--- src/rtl/axi_weight_write_serializer_if.sv ---
// ---------------------------------------------------------------------------
// axi_weight_write_serializer_if
// AXI-lite style write-beat channel feeding the weight write serializer.
//   axi_wr_data   : beat data, lane i at [i*WEIGHT_WIDTH +: WEIGHT_WIDTH]
//   axi_wr_addr   : beat byte address
//   axi_wr_strobe : byte strobes, one per data byte
//   axi_wr_en     : beat valid
//   axi_wr_ready  : beat accepted when axi_wr_en & axi_wr_ready
// master = write decoder side, slave = serializer side.
// ---------------------------------------------------------------------------
interface axi_weight_write_serializer_if #(
    parameter int AXI_DATA_WIDTH = 32,
    parameter int AXI_ADDR_WIDTH = 32
);
    logic [AXI_DATA_WIDTH-1:0]   axi_wr_data;
    logic [AXI_ADDR_WIDTH-1:0]   axi_wr_addr;
    logic [AXI_DATA_WIDTH/8-1:0] axi_wr_strobe;
    logic                        axi_wr_en;
    logic                        axi_wr_ready;

    modport master (
        output axi_wr_data, axi_wr_addr, axi_wr_strobe, axi_wr_en,
        input  axi_wr_ready
    );

    modport slave (
        input  axi_wr_data, axi_wr_addr, axi_wr_strobe, axi_wr_en,
        output axi_wr_ready
    );
endinterface

--- src/rtl/axi_weight_write_serializer.sv ---
// ---------------------------------------------------------------------------
// axi_weight_write_serializer
// Accepts write beats carrying L = AXI_DATA_WIDTH/WEIGHT_WIDTH packed weights,
// queues the valid lanes of each beat in a small FIFO and emits one weight
// write per cycle (ascending lane order, beat order preserved).
// Ports:
//   clk, rst_n   : clock, asynchronous active-low reset
//   axi          : write-beat channel (slave modport)
//   weight_data  : registered weight value
//   weight_addr  : registered weight index
//   weight_we    : registered write enable, one weight per cycle
//   busy         : FIFO non-empty, lanes pending, or a write on the outputs
//   err_flags    : sticky, [0] partial-lane strobe, [1] write while not ready
//   err_clear    : synchronous clear of err_flags (wins over a new error)
// ---------------------------------------------------------------------------
module axi_weight_write_serializer #(
    parameter int NUM_WEIGHTS    = 76976,
    parameter int WEIGHT_WIDTH   = 16,
    parameter int AXI_DATA_WIDTH = 32,
    parameter int AXI_ADDR_WIDTH = 32,
    parameter int AXI_BASE_ADDR  = 393732,
    parameter int FIFO_DEPTH     = 4
) (
    input  logic                          clk,
    input  logic                          rst_n,
    axi_weight_write_serializer_if.slave  axi,
    output logic [WEIGHT_WIDTH-1:0]       weight_data,
    output logic [31:0]                   weight_addr,
    output logic                          weight_we,
    output logic                          busy,
    output logic [1:0]                    err_flags,
    input  logic                          err_clear
);
    localparam int L     = AXI_DATA_WIDTH / WEIGHT_WIDTH;
    localparam int WB    = WEIGHT_WIDTH / 8;
    localparam int SHIFT = $clog2(AXI_DATA_WIDTH / 8);
    localparam int LIW   = (L > 1) ? $clog2(L) : 1;
    localparam int PW    = $clog2(FIFO_DEPTH);
    localparam int CW    = $clog2(FIFO_DEPTH) + 1;
    localparam logic [AXI_ADDR_WIDTH-1:0] BASE_A = AXI_ADDR_WIDTH'(AXI_BASE_ADDR);

    typedef enum logic [0:0] {IDLE, EMIT} state_t;

    // ---------------- beat decode ----------------
    logic                      addr_in_base;
    logic [AXI_ADDR_WIDTH-1:0] off;
    logic [63:0]               base_wide;   // wide so the range test cannot wrap
    logic [L-1:0]              lane_mask;
    logic [L-1:0]              lane_partial;

    assign addr_in_base = axi.axi_wr_addr >= BASE_A;
    assign off          = axi.axi_wr_addr - BASE_A;
    assign base_wide    = (64'(off) >> SHIFT) * 64'(L);

    // ---------------- FIFO / handshake ----------------
    logic [AXI_DATA_WIDTH-1:0] fifo_data [FIFO_DEPTH];
    logic [31:0]               fifo_base [FIFO_DEPTH];
    logic [L-1:0]              fifo_mask [FIFO_DEPTH];
    logic [PW-1:0]             wr_ptr_reg, rd_ptr_reg;
    logic [CW-1:0]             count_reg;
    logic                      full, accept, push, pop, fifo_nonempty;

    assign full             = count_reg == CW'(FIFO_DEPTH);
    assign fifo_nonempty    = count_reg != '0;
    assign axi.axi_wr_ready = !full;
    assign accept           = axi.axi_wr_en && !full;
    assign push             = accept && (|lane_mask);

    // ---------------- serializer state ----------------
    state_t                    state_reg;
    logic [AXI_DATA_WIDTH-1:0] cur_data_reg;
    logic [31:0]               cur_base_reg;
    logic [L-1:0]              rem_mask_reg;

    // In IDLE the lane select works straight off the FIFO head so a popped
    // beat emits its first lane on the popping edge; in EMIT it works off the
    // beat held in cur_*_reg.
    logic [AXI_DATA_WIDTH-1:0] sel_data;
    logic [31:0]               sel_base;
    logic [L-1:0]              sel_mask, sel_onehot, sel_rest;
    logic [LIW-1:0]            sel_idx;
    logic [WEIGHT_WIDTH-1:0]   sel_lanes [L];

    assign sel_data   = (state_reg == IDLE) ? fifo_data[rd_ptr_reg] : cur_data_reg;
    assign sel_base   = (state_reg == IDLE) ? fifo_base[rd_ptr_reg] : cur_base_reg;
    assign sel_mask   = (state_reg == IDLE) ? fifo_mask[rd_ptr_reg] : rem_mask_reg;
    assign sel_onehot = sel_mask & (~sel_mask + 1'b1);
    assign sel_rest   = sel_mask & ~sel_onehot;

    genvar gi;
    generate
        for (gi = 0; gi < L; gi++) begin : g_lane
            logic [WB-1:0] stb;
            logic          in_range;
            assign stb               = axi.axi_wr_strobe[gi*WB +: WB];
            assign in_range          = addr_in_base && ((base_wide + 64'(gi)) < 64'(NUM_WEIGHTS));
            assign lane_mask[gi]     = in_range && (&stb);
            assign lane_partial[gi]  = in_range && (|stb) && !(&stb);
            assign sel_lanes[gi]     = sel_data[gi*WEIGHT_WIDTH +: WEIGHT_WIDTH];
        end
    endgenerate

    always_comb begin
        sel_idx = '0;
        for (int i = L - 1; i >= 0; i--) begin
            if (sel_mask[i]) sel_idx = LIW'(i);
        end
    end

    // IDLE always pops a non-empty FIFO; EMIT pops on the edge that emits
    // the last pending lane so the next beat follows without a bubble.
    assign pop = fifo_nonempty && ((state_reg == IDLE) || (sel_rest == '0));

    // Storage carries no reset: contents are only meaningful under count_reg.
    always_ff @(posedge clk) begin
        if (push) begin
            fifo_data[wr_ptr_reg] <= axi.axi_wr_data;
            fifo_base[wr_ptr_reg] <= base_wide[31:0];
            fifo_mask[wr_ptr_reg] <= lane_mask;
        end
    end

    always_ff @(posedge clk or negedge rst_n) begin
        if (!rst_n) begin
            wr_ptr_reg <= '0;
            rd_ptr_reg <= '0;
            count_reg  <= '0;
        end else begin
            if (push) wr_ptr_reg <= wr_ptr_reg + 1'b1;
            if (pop)  rd_ptr_reg <= rd_ptr_reg + 1'b1;
            count_reg <= count_reg + CW'(push) - CW'(pop);
        end
    end

    always_ff @(posedge clk or negedge rst_n) begin
        if (!rst_n) begin
            state_reg    <= IDLE;
            weight_we    <= 1'b0;
            weight_data  <= '0;
            weight_addr  <= '0;
            cur_data_reg <= '0;
            cur_base_reg <= '0;
            rem_mask_reg <= '0;
        end else begin
            case (state_reg)
                IDLE: begin
                    if (fifo_nonempty) begin
                        weight_we    <= 1'b1;
                        weight_data  <= sel_lanes[sel_idx];
                        weight_addr  <= sel_base + 32'(sel_idx);
                        cur_data_reg <= sel_data;
                        cur_base_reg <= sel_base;
                        rem_mask_reg <= sel_rest;
                        state_reg    <= (sel_rest != '0) ? EMIT : IDLE;
                    end else begin
                        weight_we <= 1'b0;
                    end
                end
                EMIT: begin
                    weight_we   <= 1'b1;
                    weight_data <= sel_lanes[sel_idx];
                    weight_addr <= sel_base + 32'(sel_idx);
                    if (sel_rest != '0) begin
                        rem_mask_reg <= sel_rest;
                    end else if (fifo_nonempty) begin
                        cur_data_reg <= fifo_data[rd_ptr_reg];
                        cur_base_reg <= fifo_base[rd_ptr_reg];
                        rem_mask_reg <= fifo_mask[rd_ptr_reg];
                    end else begin
                        rem_mask_reg <= '0;
                        state_reg    <= IDLE;
                    end
                end
                default: state_reg <= IDLE;
            endcase
        end
    end

    // ---------------- sticky errors ----------------
    logic err_partial, err_drop;
    assign err_partial = accept && (|lane_partial);
    assign err_drop    = axi.axi_wr_en && full;

    always_ff @(posedge clk or negedge rst_n) begin
        if (!rst_n) begin
            err_flags <= 2'b00;
        end else if (err_clear) begin
            err_flags <= 2'b00;
        end else begin
            err_flags <= err_flags | {err_drop, err_partial};
        end
    end

    assign busy = fifo_nonempty || (state_reg == EMIT) || weight_we;
endmodule

--- src/flat_wrapper.sv ---
// flat-port wrapper written by rule: the top's interface ports become plain ports
module axi_weight_write_serializer_flat 
#(
    parameter int NUM_WEIGHTS    = 76976,
    parameter int WEIGHT_WIDTH   = 16,
    parameter int AXI_DATA_WIDTH = 32,
    parameter int AXI_ADDR_WIDTH = 32,
    parameter int AXI_BASE_ADDR  = 393732,
    parameter int FIFO_DEPTH     = 4
)
  (clk, rst_n, weight_data, weight_addr, weight_we, busy, err_flags, err_clear, axi_axi_wr_data, axi_axi_wr_addr, axi_axi_wr_strobe, axi_axi_wr_en, axi_axi_wr_ready);
  axi_weight_write_serializer_if #(.AXI_DATA_WIDTH(AXI_DATA_WIDTH), .AXI_ADDR_WIDTH(AXI_ADDR_WIDTH)) axi_i ();
  input  logic clk;
  input  logic rst_n;
  output logic [WEIGHT_WIDTH-1:0] weight_data;
  output logic [31:0] weight_addr;
  output logic weight_we;
  output logic busy;
  output logic [1:0] err_flags;
  input  logic err_clear;
  input wire logic [$bits(axi_i.axi_wr_data)-1:0] axi_axi_wr_data;
  input wire logic [$bits(axi_i.axi_wr_addr)-1:0] axi_axi_wr_addr;
  input wire logic [$bits(axi_i.axi_wr_strobe)-1:0] axi_axi_wr_strobe;
  input wire logic [$bits(axi_i.axi_wr_en)-1:0] axi_axi_wr_en;
  output wire logic [$bits(axi_i.axi_wr_ready)-1:0] axi_axi_wr_ready;
  assign axi_i.axi_wr_data = axi_axi_wr_data;
  assign axi_i.axi_wr_addr = axi_axi_wr_addr;
  assign axi_i.axi_wr_strobe = axi_axi_wr_strobe;
  assign axi_i.axi_wr_en = axi_axi_wr_en;
  assign axi_axi_wr_ready = axi_i.axi_wr_ready;
  axi_weight_write_serializer #(.NUM_WEIGHTS(NUM_WEIGHTS), .WEIGHT_WIDTH(WEIGHT_WIDTH), .AXI_DATA_WIDTH(AXI_DATA_WIDTH), .AXI_ADDR_WIDTH(AXI_ADDR_WIDTH), .AXI_BASE_ADDR(AXI_BASE_ADDR), .FIFO_DEPTH(FIFO_DEPTH)) u_core (.clk(clk), .rst_n(rst_n), .axi(axi_i), .weight_data(weight_data), .weight_addr(weight_addr), .weight_we(weight_we), .busy(busy), .err_flags(err_flags), .err_clear(err_clear));
endmodule
--- config.mk ---
export PLATFORM = sky130hd
export DESIGN_NAME = axi_weight_write_serializer_flat
export DESIGN_NICKNAME = d
export VERILOG_FILES = /design/src/rtl/axi_weight_write_serializer_if.sv /design/src/rtl/axi_weight_write_serializer.sv /design/src/flat_wrapper.sv
export SDC_FILE = /design/constraint.sdc
export NUM_CORES = 1
export LEC_CHECK = 0
export CAP_MARGIN = 5
export CORE_AREA = 5 5 167 209
export DETAILED_ROUTE_END_ITERATION = 10
export DIE_AREA = 0 0 172 214
export GPL_TIMING_DRIVEN = 0
export PLACE_DENSITY = 0.83
export SYNTH_ARGS = -nofsm -noshare
export SYNTH_HDL_FRONTEND = slang
export SYNTH_SLANG_ARGS = --single-unit
--- constraint.sdc ---
create_clock -name clk -period 5.1 [get_ports clk]
set_input_delay 0.51 -clock clk [delete_from_list [all_inputs] [get_ports clk]]
set_output_delay 0.51 -clock clk [all_outputs]
set_load 0.1 [all_outputs]
==> flow_summary.json <==
{
  "finalCritPeriodShare_pct": 93.6,
  "muxShareOfSynthArea_pct": 13.3,
  "maxSlewHeadroom_pct": 32.9,
  "synth_edf_count": 256,
  "finalWirelength_mm": 38.6,
  "syn-num-nets": 1252,
  "yosys.cell_types.count": 77,
  "yosysWarnings": 0,
  "synth-adder-area-share_pct": 0.795,
  "endpoint_kind": "flip-flop",
  "grt_pass1_wl_mm": 61.7,
  "final_max_slew_viol_count": 0,
  "grt_remaining_overflow": 0,
  "synthXorXnorAreaFrac_pct": 4.04,
  "hold-path-endpoint": "u_core.fifo_base[3][3]",
  "cp_cell_sequence": "buf_6, mux4_2, o32a_1, clkbuf_1, clkbuf_2, inv_1, ha_1, and4_1, a41oi_1, a21oi_2, or4b_1, buf_2, nor3b_1, xor2_1, o21ai_0",
  "synth_ff_type": "edfxtp_1",
  "htreeDepth": 2,
  "slowest_delay_ps": 620,
  "synth_simple_gate_area_share_pct": 10.8,
  "yosysSeqAreaShare_pct": 64.8,
  "r2r_cells": 15,
  "hpwlAfterDp_mm": 26.5,
  "syn_area_um2": 16700,
  "layout-drive-gt1-share_pct": 15.9,
  "wl_per_cell_um": 21.8,
  "syn_inst": 1170,
  "critical_path_class": "reg2reg",
  "worst_ep_required_time_ps": 5480,
  "min_from": "axi_axi_wr_addr[5]",
  "startpoint": "u_core.rd_ptr_reg[0]",
  "clk_latency_ps": 530,
  "synth_compound_area_share_pct": 3.95,
  "top_register": "u_core.fifo_data",
  "leakagePower_nw": 7.27,
  "largest_reg_flops": 128,
  "path_buf_inv": 5,
  "preCtsSetupSlack_ps": -451,
  "via_per_inst": 5.90,
  "r2r_end": "u_core.weight_addr[23]",
  "clk_pin_slew_ps": 70,
  "rows": 74,
  "io_pins": 125,
  "rr_startpoint": "u_core.rd_ptr_reg[0]",
  "cts_buffers": 35,
  "tightest_slew_ps": 1000,
  "synth_top_family_by_area": "multiplexers",
  "synth.most_common_cell": "nand2_1",
  "ys_ff_latch": 381,
  "hold_viol": 0,
  "power.density_nw_per_um2": 621,
  "hp-class": "in2reg",
  "crit_path_start_kind": "flip-flop",
  "syn2layout_area_growth_pct": 18.3,
  "clockBufferDepth": 3,
  "grt_pass1_vias": 11100,
  "gp_congestion": 0.888,
  "yosysTopAreaCell": "edfxtp_1",
  "drtPass1Iterations": 6,
  "drc_errors": 0,
  "cts_tree": "built",
  "skew_ps": 16.7,
  "status": "finished clean",
  "async_flop_share_pct": 32.8,
  "crit_slowest_cell": "mux4_2",
  "arrival_ps": 5160,
  "ir_drop_mv": 0.680,
  "cap_violations": 0,
  "cts_setup_buffers": 0,
  "io_buffers": 113,
  "period_minus_slack_ps": 4770,
  "synth_top_area_share_pct": 46.1,
  "place_inst": 1706,
  "rrSetupSlack_ps": 330,
  "track_usage_pct": 21.4,
  "synth.area.top_cells": "edfxtp_1 46%, dfrtp_1 19%, mux4_2 11%",
  "antenna_found_initial": 4,
  "nets": 1405,
  "cts_sinks": 381,
  "syn_area_per_cell_um2": 14.3,
  "path_delay_family": "buffers and inverters",
  "dieArea_um2": 36800,
  "start_util_pct": 51.2,
  "ant_nets": 0,
  "coreArea_um2": 32600,
  "min_path_cells": 2,
  "setup_slack_ps": 326,
  "fill_cells": 2331,
  "drt_iter0_drc": 1015,
  "rsz0062_at_grt": "no",
  "grt_max_degree": 70,
  "setup_viol": 0,
  "netlist_top_cells_count": "258 x nand2_1, 256 x edfxtp_1, 125 x dfrtp_1",
  "die_h_um": 214,
  "holdWs_ps": 414,
  "top_regs": "u_core.fifo_data x128, u_core.fifo_base x120",
  "final_cell_area_um2": 19700,
  "max_freq_mhz": 209,
  "critPathMaxFanout": 19,
  "fin_cells": 1771,
  "cts_root_buf": "clkbuf_16",
  "vias": 10500,
  "dpl_cell_area_um2": 18500,
  "die_w_um": 172
}
==> timing repair <==
item / CTS / global route
resized for setup: 5 / 2
endpoints found under the hold margin: 56 / 0
hold buffers: 1 / 0
setup endpoints to repair: 20 / 9
gates cloned: 0 / 0
==> worst reg2reg max path, cell delays in order (launching register included) <==
cell and delay [ps]:
dfrtp_1 430, buf_6 300, mux4_2 620, o32a_1 350, clkbuf_1 260, clkbuf_2 330, inv_1 130, ha_1 210
and4_1 190, a41oi_1 100, a21oi_2 360, or4b_1 490, buf_2 210, nor3b_1 250, xor2_1 260, o21ai_0 120
==> metal layers <==
| layer | routed length, um | up-vias | global-route usage [%] |
|---|---|---|---|
| met1 | 14600 | 5251 | 27.6 |
| met2 | 19900 | 481 | 36.5 |
| li1 | - | 4617 | - |
| met4 | 1330 | 0 | 7.79 |
| met3 | 2800 | 104 | 3.65 |
| met5 | 0 | - | 0 |
==> final cells by class <==
type | count | area [um2] | share of cell area [%]
antenna | 3 | 7.51 | 0.0380
buffer | 56 | 288 | 1.46
clock buffer | 42 | 943 | 4.78
clock inverter | 22 | 289 | 1.46
inverter | 22 | 82.6 | 0.418
multi-input combinational | 708 | 5510 | 27.9
sequential | 381 | 10800 | 54.8
tap | 418 | 523 | 2.65
timing repair buffer | 119 | 1280 | 6.48
==> worst max-delay path by stage <==
stage,cells past startpoint,end,slack [ps]
5_1_grt,15,u_core.weight_addr[23],60
6_report,15,u_core.weight_addr[23],330
2_1_floorplan,17,u_core.weight_addr[21],810
3_3_place_gp,1,u_core.weight_data[4],-1560
4_1_cts,16,u_core.weight_addr[18],20
3_5_place_dp,16,u_core.weight_addr[25],-450
==> cell usage in the layout, fill, tap and decap left out, types with 7 or more instances in the layout <==
cell,synthesis,layout
dfrtp_1,125,124
clkdlybuf4s50_1,0,112
nor2_1,46,46
nor3_1,17,16
edfxtp_1,256,256
a21oi_1,24,23
clkbuf_16,0,36
mux2_2,21,21
and2_1,7,7
ha_1,9,9
inv_1,20,20
buf_1,10,8
mux2i_1,17,17
clkbuf_1,32,33
nand3_1,14,14
o21ai_0,30,30
or3_1,7,7
nor4_1,8,7
buf_2,8,8
nand2_1,258,258
mux4_2,80,80
clkinv_2,0,9
xnor2_1,36,36
xor2_1,41,41
==> kinds of logic (layout without fill, tap and decap cells) <==
logic type,count (synthesis),in the layout
xor+xnor,77,77
other cells,0,3
compound gates,100,100
mux,119,119
flops,381,381
buf+inv,81,261
fa+ha+maj,10,10
simple gates,402,402
==> through the flow <==
step	setup TNS [ps]	power, mW	utilization (%)
global route	0	12.9	60.6
CTS	0	12.3	60.6
floorplan	0	8.06	-
global placement	-276250	9.32	56.3
detailed placement	-5140	9.50	56.7
finish	0	12.3	60.6
==> where the power goes <==
| group | switching [mW] | internal [mW] |
|---|---|---|
| registers | 0.371 | 3.83 |
| clock network | 1.14 | 1.64 |
| logic | 3.53 | 1.75 |
| total | 5.04 | 7.23 |
Power figures use the tool's default switching activity.
